**src/rtl/icache_cacop_unit_if.sv**
```systemverilog
// ---------------------------------------------------------------------------
// icache_cacop_unit_if
//   Request/response channels between the memory block, the ICache CACOP
//   unit and writeback.
//   Request  : req_valid_i / req_ready_o handshake carrying vaddr, CACOP code
//              and the ROB index of the issuing instruction.
//   Response : rsp_valid_o / rsp_ready_i handshake carrying ROB index, vaddr
//              and the translation exception (flag + ecode).
//   master   : the requester / writeback side.
//   slave    : the CACOP unit.
// ---------------------------------------------------------------------------
interface icache_cacop_unit_if #(
  parameter int ROB_IDX_WIDTH = 6
) ();
  logic                     req_valid_i;
  logic                     req_ready_o;
  logic [31:0]              req_vaddr_i;
  logic [4:0]               req_code_i;
  logic [ROB_IDX_WIDTH-1:0] req_rob_idx_i;

  logic                     rsp_valid_o;
  logic                     rsp_ready_i;
  logic [ROB_IDX_WIDTH-1:0] rsp_rob_idx_o;
  logic [31:0]              rsp_vaddr_o;
  logic                     rsp_excp_o;
  logic [5:0]               rsp_ecode_o;

  modport master (
    output req_valid_i, req_vaddr_i, req_code_i, req_rob_idx_i, rsp_ready_i,
    input  req_ready_o, rsp_valid_o, rsp_rob_idx_o, rsp_vaddr_o, rsp_excp_o,
           rsp_ecode_o
  );

  modport slave (
    input  req_valid_i, req_vaddr_i, req_code_i, req_rob_idx_i, rsp_ready_i,
    output req_ready_o, rsp_valid_o, rsp_rob_idx_o, rsp_vaddr_o, rsp_excp_o,
           rsp_ecode_o
  );
endinterface

```
**src/rtl/icache_cacop_unit.sv**
```systemverilog
// ---------------------------------------------------------------------------
// icache_cacop_unit
//   Executes ICache CACOP operations one at a time.
//     op 0 (store-tag init) / op 1 (index invalidate): clear the tag entry at
//       the set/way selected directly by the virtual address.
//     op 2/3 (hit invalidate): translate through the MMU, read all ways of
//       the set, clear the lowest-numbered way whose {valid,tag} matches.
//   Ports:
//     clk, a_rst_n        clock, asynchronous active-low reset
//     flush_i             pipeline flush, abandons the op without response
//     cacop               request/response channels (slave modport)
//     trans_*             MMU translation request/response
//     tag_rd_*            tag RAM read port (data one cycle after enable)
//     tag_w*              tag RAM write port (one-hot way)
//     busy_o              high whenever an op is in flight (stalls fetch)
// ---------------------------------------------------------------------------
module icache_cacop_unit #(
  parameter int  IDX_WIDTH     = 8,
  parameter int  WAYS          = 2,
  parameter int  ROB_IDX_WIDTH = 6,
  localparam int TAG_W         = 26 - IDX_WIDTH
) (
  input  logic                        clk,
  input  logic                        a_rst_n,
  input  logic                        flush_i,
  icache_cacop_unit_if.slave          cacop,
  output logic                        trans_req_valid_o,
  output logic [31:0]                 trans_vaddr_o,
  input  logic                        trans_rsp_valid_i,
  input  logic [31:0]                 trans_paddr_i,
  input  logic                        trans_excp_i,
  input  logic [5:0]                  trans_ecode_i,
  output logic                        tag_rd_en_o,
  output logic [IDX_WIDTH-1:0]        tag_rd_idx_o,
  input  logic [WAYS*(TAG_W+1)-1:0]   tag_rd_data_i,
  output logic                        tag_we_o,
  output logic [IDX_WIDTH-1:0]        tag_wr_idx_o,
  output logic [WAYS-1:0]             tag_wr_way_o,
  output logic [TAG_W:0]              tag_wr_data_o,
  output logic                        busy_o
);

  localparam int WAY_BITS = $clog2(WAYS);

  localparam logic [2:0] S_IDLE   = 3'd0;
  localparam logic [2:0] S_TRANS  = 3'd1;
  localparam logic [2:0] S_LOOKUP = 3'd2;
  localparam logic [2:0] S_WRITE  = 3'd3;
  localparam logic [2:0] S_RESP   = 3'd4;

  // NOTE: the external reset is asserted asynchronously but released through
  // two flops, so every state flop leaves reset on the same clock edge.
  logic [1:0] rst_sync_q;
  logic       rst_n;

  always_ff @(posedge clk or negedge a_rst_n) begin
    if (!a_rst_n) rst_sync_q <= '0;
    else          rst_sync_q <= {rst_sync_q[0], 1'b1};
  end
  assign rst_n = rst_sync_q[1];

  logic [2:0]               state_q, state_d;
  logic [31:0]              vaddr_q;
  logic [ROB_IDX_WIDTH-1:0] rob_q;
  logic [TAG_W-1:0]         ptag_q;
  logic [WAYS-1:0]          way_q;
  logic                     excp_q;
  logic [5:0]               ecode_q;

  logic                     accept;
  logic                     hit_op;
  logic                     trans_done;
  logic [WAYS-1:0]          hit_oh;
  logic                     hit_found;

  assign accept     = cacop.req_valid_i & cacop.req_ready_o;
  assign hit_op     = cacop.req_code_i[4];   // ops 2 and 3
  assign trans_done = (state_q == S_TRANS) & trans_rsp_valid_i & ~flush_i;

  // Lowest-numbered way whose {valid,tag} equals {1, physical tag}.
  // NOTE: every always_comb output gets a default first so no path can
  // leave it unassigned and infer a latch.
  always_comb begin
    hit_oh    = '0;
    hit_found = 1'b0;
    for (int w = 0; w < WAYS; w++) begin
      if (!hit_found &&
          tag_rd_data_i[w*(TAG_W+1) +: TAG_W+1] == {1'b1, ptag_q}) begin
        hit_oh[w] = 1'b1;
        hit_found = 1'b1;
      end
    end
  end

  always_comb begin
    state_d = state_q;
    case (state_q)
      S_IDLE:   if (accept) state_d = hit_op ? S_TRANS : S_WRITE;
      S_TRANS:  if (flush_i)                state_d = S_IDLE;
                else if (trans_rsp_valid_i) state_d = trans_excp_i ? S_RESP : S_LOOKUP;
      S_LOOKUP: if (flush_i)                state_d = S_IDLE;
                else                        state_d = hit_found ? S_WRITE : S_RESP;
      // The write itself is never abandoned; flush only suppresses the response.
      S_WRITE:  state_d = flush_i ? S_IDLE : S_RESP;
      S_RESP:   if (flush_i || cacop.rsp_ready_i) state_d = S_IDLE;
      default:  state_d = S_IDLE;
    endcase
  end

  // NOTE: sequential state uses non-blocking assignments so all flops sample
  // the pre-edge values regardless of statement order.
  always_ff @(posedge clk or negedge rst_n) begin
    if (!rst_n) begin
      state_q <= S_IDLE;
      vaddr_q <= '0;
      rob_q   <= '0;
      ptag_q  <= '0;
      way_q   <= '0;
      excp_q  <= 1'b0;
      ecode_q <= '0;
    end else begin
      state_q <= state_d;
      if (accept) begin
        vaddr_q <= cacop.req_vaddr_i;
        rob_q   <= cacop.req_rob_idx_i;
        excp_q  <= 1'b0;
        ecode_q <= '0;
        // Direct-addressed ops pick the way from the low vaddr bits.
        way_q   <= {{(WAYS-1){1'b0}}, 1'b1} << cacop.req_vaddr_i[WAY_BITS-1:0];
      end
      if (trans_done) begin
        if (trans_excp_i) begin
          excp_q  <= 1'b1;
          ecode_q <= trans_ecode_i;
        end else begin
          ptag_q  <= trans_paddr_i[31:IDX_WIDTH+6];
        end
      end
      if (state_q == S_LOOKUP) way_q <= hit_oh;
    end
  end

  assign cacop.req_ready_o   = (state_q == S_IDLE);
  assign busy_o              = (state_q != S_IDLE);

  assign trans_req_valid_o   = (state_q == S_TRANS);
  assign trans_vaddr_o       = vaddr_q;

  // Read issued on the translation-complete cycle so data lands in LOOKUP.
  assign tag_rd_en_o         = trans_done & ~trans_excp_i;
  assign tag_rd_idx_o        = vaddr_q[IDX_WIDTH+5:6];

  assign tag_we_o            = (state_q == S_WRITE);
  assign tag_wr_idx_o        = vaddr_q[IDX_WIDTH+5:6];
  assign tag_wr_way_o        = way_q;
  assign tag_wr_data_o       = '0;

  assign cacop.rsp_valid_o   = (state_q == S_RESP);
  assign cacop.rsp_rob_idx_o = rob_q;
  assign cacop.rsp_vaddr_o   = vaddr_q;
  assign cacop.rsp_excp_o    = excp_q;
  assign cacop.rsp_ecode_o   = ecode_q;

  // Sub-op bits and the page offset of the physical address play no part here.
  logic unused_bits;
  assign unused_bits = ^{cacop.req_code_i[2:0], trans_paddr_i[IDX_WIDTH+5:0]};

endmodule
```
**src/flat_wrapper.sv**
```systemverilog
// flat-port wrapper written by rule: the top's interface ports become plain ports
module icache_cacop_unit_flat 
#(
  parameter int  IDX_WIDTH     = 8,
  parameter int  WAYS          = 2,
  parameter int  ROB_IDX_WIDTH = 6,
  localparam int TAG_W         = 26 - IDX_WIDTH
)
  (clk, a_rst_n, flush_i, trans_req_valid_o, trans_vaddr_o, trans_rsp_valid_i, trans_paddr_i, trans_excp_i, trans_ecode_i, tag_rd_en_o, tag_rd_idx_o, tag_rd_data_i, tag_we_o, tag_wr_idx_o, tag_wr_way_o, tag_wr_data_o, busy_o, cacop_req_valid_i, cacop_req_vaddr_i, cacop_req_code_i, cacop_req_rob_idx_i, cacop_rsp_ready_i, cacop_req_ready_o, cacop_rsp_valid_o, cacop_rsp_rob_idx_o, cacop_rsp_vaddr_o, cacop_rsp_excp_o, cacop_rsp_ecode_o);
  icache_cacop_unit_if #(.ROB_IDX_WIDTH(ROB_IDX_WIDTH)) cacop_i ();
  input  logic clk;
  input  logic a_rst_n;
  input  logic flush_i;
  output logic trans_req_valid_o;
  output logic [31:0] trans_vaddr_o;
  input  logic trans_rsp_valid_i;
  input  logic [31:0] trans_paddr_i;
  input  logic trans_excp_i;
  input  logic [5:0] trans_ecode_i;
  output logic tag_rd_en_o;
  output logic [IDX_WIDTH-1:0] tag_rd_idx_o;
  input  logic [WAYS*(TAG_W+1)-1:0] tag_rd_data_i;
  output logic tag_we_o;
  output logic [IDX_WIDTH-1:0] tag_wr_idx_o;
  output logic [WAYS-1:0] tag_wr_way_o;
  output logic [TAG_W:0] tag_wr_data_o;
  output logic busy_o;
  input wire logic [$bits(cacop_i.req_valid_i)-1:0] cacop_req_valid_i;
  input wire logic [$bits(cacop_i.req_vaddr_i)-1:0] cacop_req_vaddr_i;
  input wire logic [$bits(cacop_i.req_code_i)-1:0] cacop_req_code_i;
  input wire logic [$bits(cacop_i.req_rob_idx_i)-1:0] cacop_req_rob_idx_i;
  input wire logic [$bits(cacop_i.rsp_ready_i)-1:0] cacop_rsp_ready_i;
  output wire logic [$bits(cacop_i.req_ready_o)-1:0] cacop_req_ready_o;
  output wire logic [$bits(cacop_i.rsp_valid_o)-1:0] cacop_rsp_valid_o;
  output wire logic [$bits(cacop_i.rsp_rob_idx_o)-1:0] cacop_rsp_rob_idx_o;
  output wire logic [$bits(cacop_i.rsp_vaddr_o)-1:0] cacop_rsp_vaddr_o;
  output wire logic [$bits(cacop_i.rsp_excp_o)-1:0] cacop_rsp_excp_o;
  output wire logic [$bits(cacop_i.rsp_ecode_o)-1:0] cacop_rsp_ecode_o;
  assign cacop_i.req_valid_i = cacop_req_valid_i;
  assign cacop_i.req_vaddr_i = cacop_req_vaddr_i;
  assign cacop_i.req_code_i = cacop_req_code_i;
  assign cacop_i.req_rob_idx_i = cacop_req_rob_idx_i;
  assign cacop_i.rsp_ready_i = cacop_rsp_ready_i;
  assign cacop_req_ready_o = cacop_i.req_ready_o;
  assign cacop_rsp_valid_o = cacop_i.rsp_valid_o;
  assign cacop_rsp_rob_idx_o = cacop_i.rsp_rob_idx_o;
  assign cacop_rsp_vaddr_o = cacop_i.rsp_vaddr_o;
  assign cacop_rsp_excp_o = cacop_i.rsp_excp_o;
  assign cacop_rsp_ecode_o = cacop_i.rsp_ecode_o;
  icache_cacop_unit #(.IDX_WIDTH(IDX_WIDTH), .WAYS(WAYS), .ROB_IDX_WIDTH(ROB_IDX_WIDTH)) u_core (.clk(clk), .a_rst_n(a_rst_n), .flush_i(flush_i), .cacop(cacop_i), .trans_req_valid_o(trans_req_valid_o), .trans_vaddr_o(trans_vaddr_o), .trans_rsp_valid_i(trans_rsp_valid_i), .trans_paddr_i(trans_paddr_i), .trans_excp_i(trans_excp_i), .trans_ecode_i(trans_ecode_i), .tag_rd_en_o(tag_rd_en_o), .tag_rd_idx_o(tag_rd_idx_o), .tag_rd_data_i(tag_rd_data_i), .tag_we_o(tag_we_o), .tag_wr_idx_o(tag_wr_idx_o), .tag_wr_way_o(tag_wr_way_o), .tag_wr_data_o(tag_wr_data_o), .busy_o(busy_o));
endmodule
```
**config.mk**
```make
export PLATFORM = sky130hd
export DESIGN_NAME = icache_cacop_unit_flat
export DESIGN_NICKNAME = d
export VERILOG_FILES = /design/src/rtl/icache_cacop_unit_if.sv /design/src/rtl/icache_cacop_unit.sv /design/src/flat_wrapper.sv
export SDC_FILE = /design/constraint.sdc
export NUM_CORES = 1
export LEC_CHECK = 0
export CAP_MARGIN = 20
export CELL_PAD_IN_SITES_DETAIL_PLACEMENT = 1
export CELL_PAD_IN_SITES_GLOBAL_PLACEMENT = 1
export CORE_UTILIZATION = 25
export CTS_BUF_LIST = sky130_fd_sc_hd__clkbuf_16
export CTS_CLUSTER_DIAMETER = 30
export DETAILED_ROUTE_END_ITERATION = 8
export PLACE_DENSITY_LB_ADDON = 0.1
export SETUP_SLACK_MARGIN = 0.02
export SLEW_MARGIN = 20
export SYNTH_ARGS = -nofsm -noshare
export SYNTH_HDL_FRONTEND = slang
export SYNTH_SLANG_ARGS = --single-unit
```
**constraint.sdc**
```tcl
create_clock -name clk -period 2.9 [get_ports clk]
set_input_delay 0.87 -clock clk [delete_from_list [all_inputs] [get_ports clk]]
set_output_delay 0.87 -clock clk [all_outputs]
set_load 0.02 [all_outputs]
```
Word level (Yosys, flattened, before mapping) --
Index checks and enable logic that the tools add are counted.
Operators by class: $add $sub $neg 0, multipliers 0, divide/modulo/power cells 0, order comparisons 0, equality and inequality tests 9, shifts and indexed selects 1, multiplexer cells 21, bitwise logic cells 6, reductions and logical operators 8
Operator list (number):
- == test 19 bit | 2
- two-way mux 3 bit | 8
- two-way mux 6 bit | 3
- one-hot mux 3 bit (5 select lines) | 1
- == test 3 x 2 -> 1 bit, second input constant | 2
- two-way mux 1 bit | 6
- two-way mux 2 bit | 3
- bitwise AND 1 bit | 4
- == test 3 x 1 -> 1 bit, second input constant | 1
- == test 3 bit, second input constant | 1
- logical NOT 3 bit | 1
- inequality test 3 x 2 -> 1 bit, second input constant | 1
- AND reduction 3 bit | 1
- nonzero test 3 bit | 1
- inequality test 2 x 1 -> 1 bit, second input constant | 1
- inequality test 2 bit, second input constant | 1
- NOT 1 bit | 2
- AND reduction 2 bit | 1
- nonzero test 2 bit | 1
- left shift 1 x 1 -> 2 bit, first input constant | 1
- logical AND 1 bit | 1
- logical NOT 1 bit | 1
- logical OR 1 bit | 1
Storage, ports and cells: bits in registers 70, latch bits 0, RAM bits 0, ROM bits 0, input port bits 126, logic and storage cells 53, memories 0

Depth between registers and ports, before layout --
word-level depth 8, depth in mapped cells 6, gate-level depth less buffers 5

Worst setup path before layout --
Ideal clock, no wire load.
kind input -> output, start point in flush_i, end point out tag_rd_en_o, arrival 1.447 ns, data required time 2.030 ns, setup slack 0.583 ns, stages on the path 4, buffers on the path 1, cells stage by stage nor2_1 nand3_1 clkinv_1 buf_2
Between the ends: cells in the longest elaborated chain, start to end 3
Ends and longest elaborated chain:
- start, declared | RTL line flat_wrapper.sv:13 | input logic flush_i;
- NOT 1 bit | RTL line icache_cacop_unit.sv:78 | assign trans_done = (state_q == S_TRANS) & trans_rsp_valid_i & ~flush_i;
- bitwise AND 1 bit | RTL line icache_cacop_unit.sv:78
- bitwise AND 1 bit | RTL line icache_cacop_unit.sv:150 | assign tag_rd_en_o = trans_done & ~trans_excp_i;
- end, declared | RTL line flat_wrapper.sv:20 | output logic tag_rd_en_o;
Every way passes these cells.

Final worst setup path --
Same ends and word-level chain as after synthesis.

==> qor.txt <==
FP Rows: 43
non-filler cells, final: 772
share of cells above drive strength 1: 5.57%
Synth area leader: dfrtp_1
Crit-path slowest cell: clkdlybuf4s50_1
cts hold-fix bufs: 0
drt pass-1 iters: 4
DP HPWL: 9400 µm
Arr. time, crit path: 1.86 ns
WL final: 11700 µm
sequential area share after synthesis: 47.6%
Post-Synth Adder-Cell Area: 0%
mux cell area share after synthesis: 0%
antenna viol nets, final: 0
DRC viols: 0
mapped cell area: 3680 µm²
top-count cell post-synth: nand2_1
routed vias/inst: 4.22
grt ovf: 0
starting DRC count in detailed routing: 106
largest family of logic cells by synthesized area: simple AND/OR/NAND/NOR gates
skew final: 0.00424 ns
overall routing resource usage: 15.8%
Hold Crit Class: register to asynchronous set/reset pin
Cells after Synth: 420
largest net degree at the start of global routing: 42
number of synthesized flops with an enable pin: 0
maximum clock frequency: 366 MHz
PD cells: 1050 nW/µm²
Net count, final: 713
synth top area cells: dfrtp_1 (48%), nand2_1 (18%), buf_4 (14%), xnor2_1 (8.1%), nand4_1 (2.4%)
Final Hold Vio Count: 0
Routability Congestion: 0.775
Layout fillers: 1647
Leak: 2.61 nW
RSZ-0062 raised after global routing: no
worst vdd ir: 0.303 mV
final worst path period need: 2.73 ns
Clock Sinks: 70
post-route cell area: 5880 µm²
H-tree levels: 3
final hold slack: 0.312 ns
clk_lat worst skew: 0.34 ns
Die Area: 15200 µm²
number of global-route vias before repair: 3238
Main synth FF type: dfrtp_1
I/O pins: 246
Crit path max-delay family: buffers and inverters
Slew Viols, Final: 0
Ys Warns: 0
die width: 123 µm
Placement Setup Slack: -0.298 ns
ys async rst share: 100%
postcts setup bufs: 0
complex-gate fraction of the synthesized area: 3.33%
antenna violations before repair: 0
Bufs on Longest Clock Path: 2
routed len/inst: 15.1 µm
Slew HR: 54.6%
Die Y: 123 µm
total placed cells including tap cells: 756
post-synthesis xor/xnor area fraction: 8.56%
Worst setup EP type: primary output
Worst-path clk slew: 0.06 ns
worst path cell trace: clkdlybuf4s50_1, nor2_1, nand3_2, clkinv_1, buf_2
Final period util: 94.1%
Post-synth top cells: nand2_1 (174), dfrtp_1 (70), buf_4 (67)
Mapped Avg Cell Area: 8.77 µm²
Max-cap violations: 0
Initial Util: 26.0%
Core Box Area: 14100 µm²
status: complete, no violations
final setup fails: 0
area growth from synthesis to layout: 59.7%
Num CTS Buffers: 9
top-area cell type share of the netlist area: 47.6%
CP required: 2.03 ns
Synth Area in Simple Gates: 24.9%
Startpoint Class: primary input
TritonCTS clock tree: yes
Area after DPL: 5580 µm²
Yosys cell types: 35
slowest cell delay on critical path: 0.48 ns
WP buf/inv: 3
worst slew pin tran: 0.681 ns
Antenna diodes: 0
#FFs+latches synth: 70
first-pass GRT wire length: 17700 µm
Final WS setup: 0.170 ns
CTS root buf: clkbuf_16
DR vias: 3254
Port Buf Inserts: 208
Setup CP Type: primary input to primary output
Critical Path Fanout Max: 4
-- metal layers --
| metal | wire (µm) | part of all wire, % | global-route usage [%] | up-vias |
|---|---|---|---|---|
| li1 | - | - | - | 1579 |
| met1 | 4710 | 40 | 18.4 | 1525 |
| met2 | 5750 | 49 | 26.6 | 139 |
| met3 | 1060 | 9.1 | 5.30 | 11 |
| met4 | 161 | 1.4 | 6.33 | 0 |
| met5 | 0 | 0 | 0 | - |
-- cell usage in the layout (no fill, tap or decap), types with 3 or more instances in the layout --
master,Yosys,routed
a22o_1,6,6
clkbuf_16,0,9
clkdlybuf4s50_1,0,207
buf_4,67,8
a21oi_1,3,3
nand2_1,174,174
nand4_1,14,14
dfrtp_1,70,69
xnor2_1,34,34
conb_1,2,20
nor2_1,7,7
-- cell families after synthesis --
logic type      Yosys count
compound gates           16
xor+xnor                 36
buf+inv                  82
flops                    70
simple gates            214
other cells               2
-- flip-flops by register name, summed over array words and instances, names as in the netlist --
name / cells
u_core.cacop.rsp_rob_idx_o: 6
u_core.cacop.rsp_vaddr_o: 32
u_core.state_q: 3
u_core.cacop.rsp_ecode_o: 6
u_core.rst_sync_q: 2
u_core.tag_wr_way_o: 2
u_core.ptag_q: 18
u_core.cacop.rsp_excp_o: 1
-- worst reg2reg max path: stages, from the launching register on --
cell	delay (ns)
dfrtp_1	0.43
nor3b_2	0.29
buf_4	0.17
and4_1	0.46
nor2_2	0.17
a22o_1	0.22
-- final cells by class --
cell class	count	area, µm²	area share [%]
clock inverters	7	72.6	1.23
clock buffers	9	225	3.83
multi-input cells	286	1440	24.4
well taps	180	225	3.83
inverters	3	11.3	0.191
repair buffers	217	2160	36.7
flip-flops and latches	70	1750	29.8
-- stage by stage --
stage	total power, W	util (%)	TNS (ns)
after floorplan	0.00383	-	0
after global routing	0.00661	41.6	0
after detailed placement	0.00515	39.5	-0.298
after global placement	0.00507	39.5	-0.314
after CTS	0.00630	41.6	0
final	0.00618	41.6	0
-- final timing paths --
check                                startpoint                            end  slack (ns)  cells after the start
min in group clk           u_core.rst_sync_q[0]           u_core.rst_sync_q[1]        0.35                      0
setup / recovery                        flush_i                    tag_rd_en_o        0.17                      5
max in group asynchronous  u_core.rst_sync_q[1]    u_core.cacop.rsp_ecode_o[5]        1.91                      1
setup reg to reg              u_core.state_q[1]    u_core.cacop.rsp_ecode_o[4]        1.05                      5
hold / removal             u_core.rst_sync_q[1]  u_core.cacop.rsp_rob_idx_o[4]        0.31                      0
hold reg to reg            u_core.rst_sync_q[1]  u_core.cacop.rsp_rob_idx_o[4]        0.31                      0
-- power breakdown --
part | total [W] | switching, W | internal (W)
combinational | 0.00327 | 0.00168 | 0.00159
sequential | 0.00180 | 0.000409 | 0.00139
clock | 0.00111 | 0.000446 | 0.000667
-- timing repair --
item                       in CTS  in global routing
pin swaps                       0                  1
setup endpoints to repair       1                  1
gates resized for setup         3                  2
(Power assumes the default switching activity.)
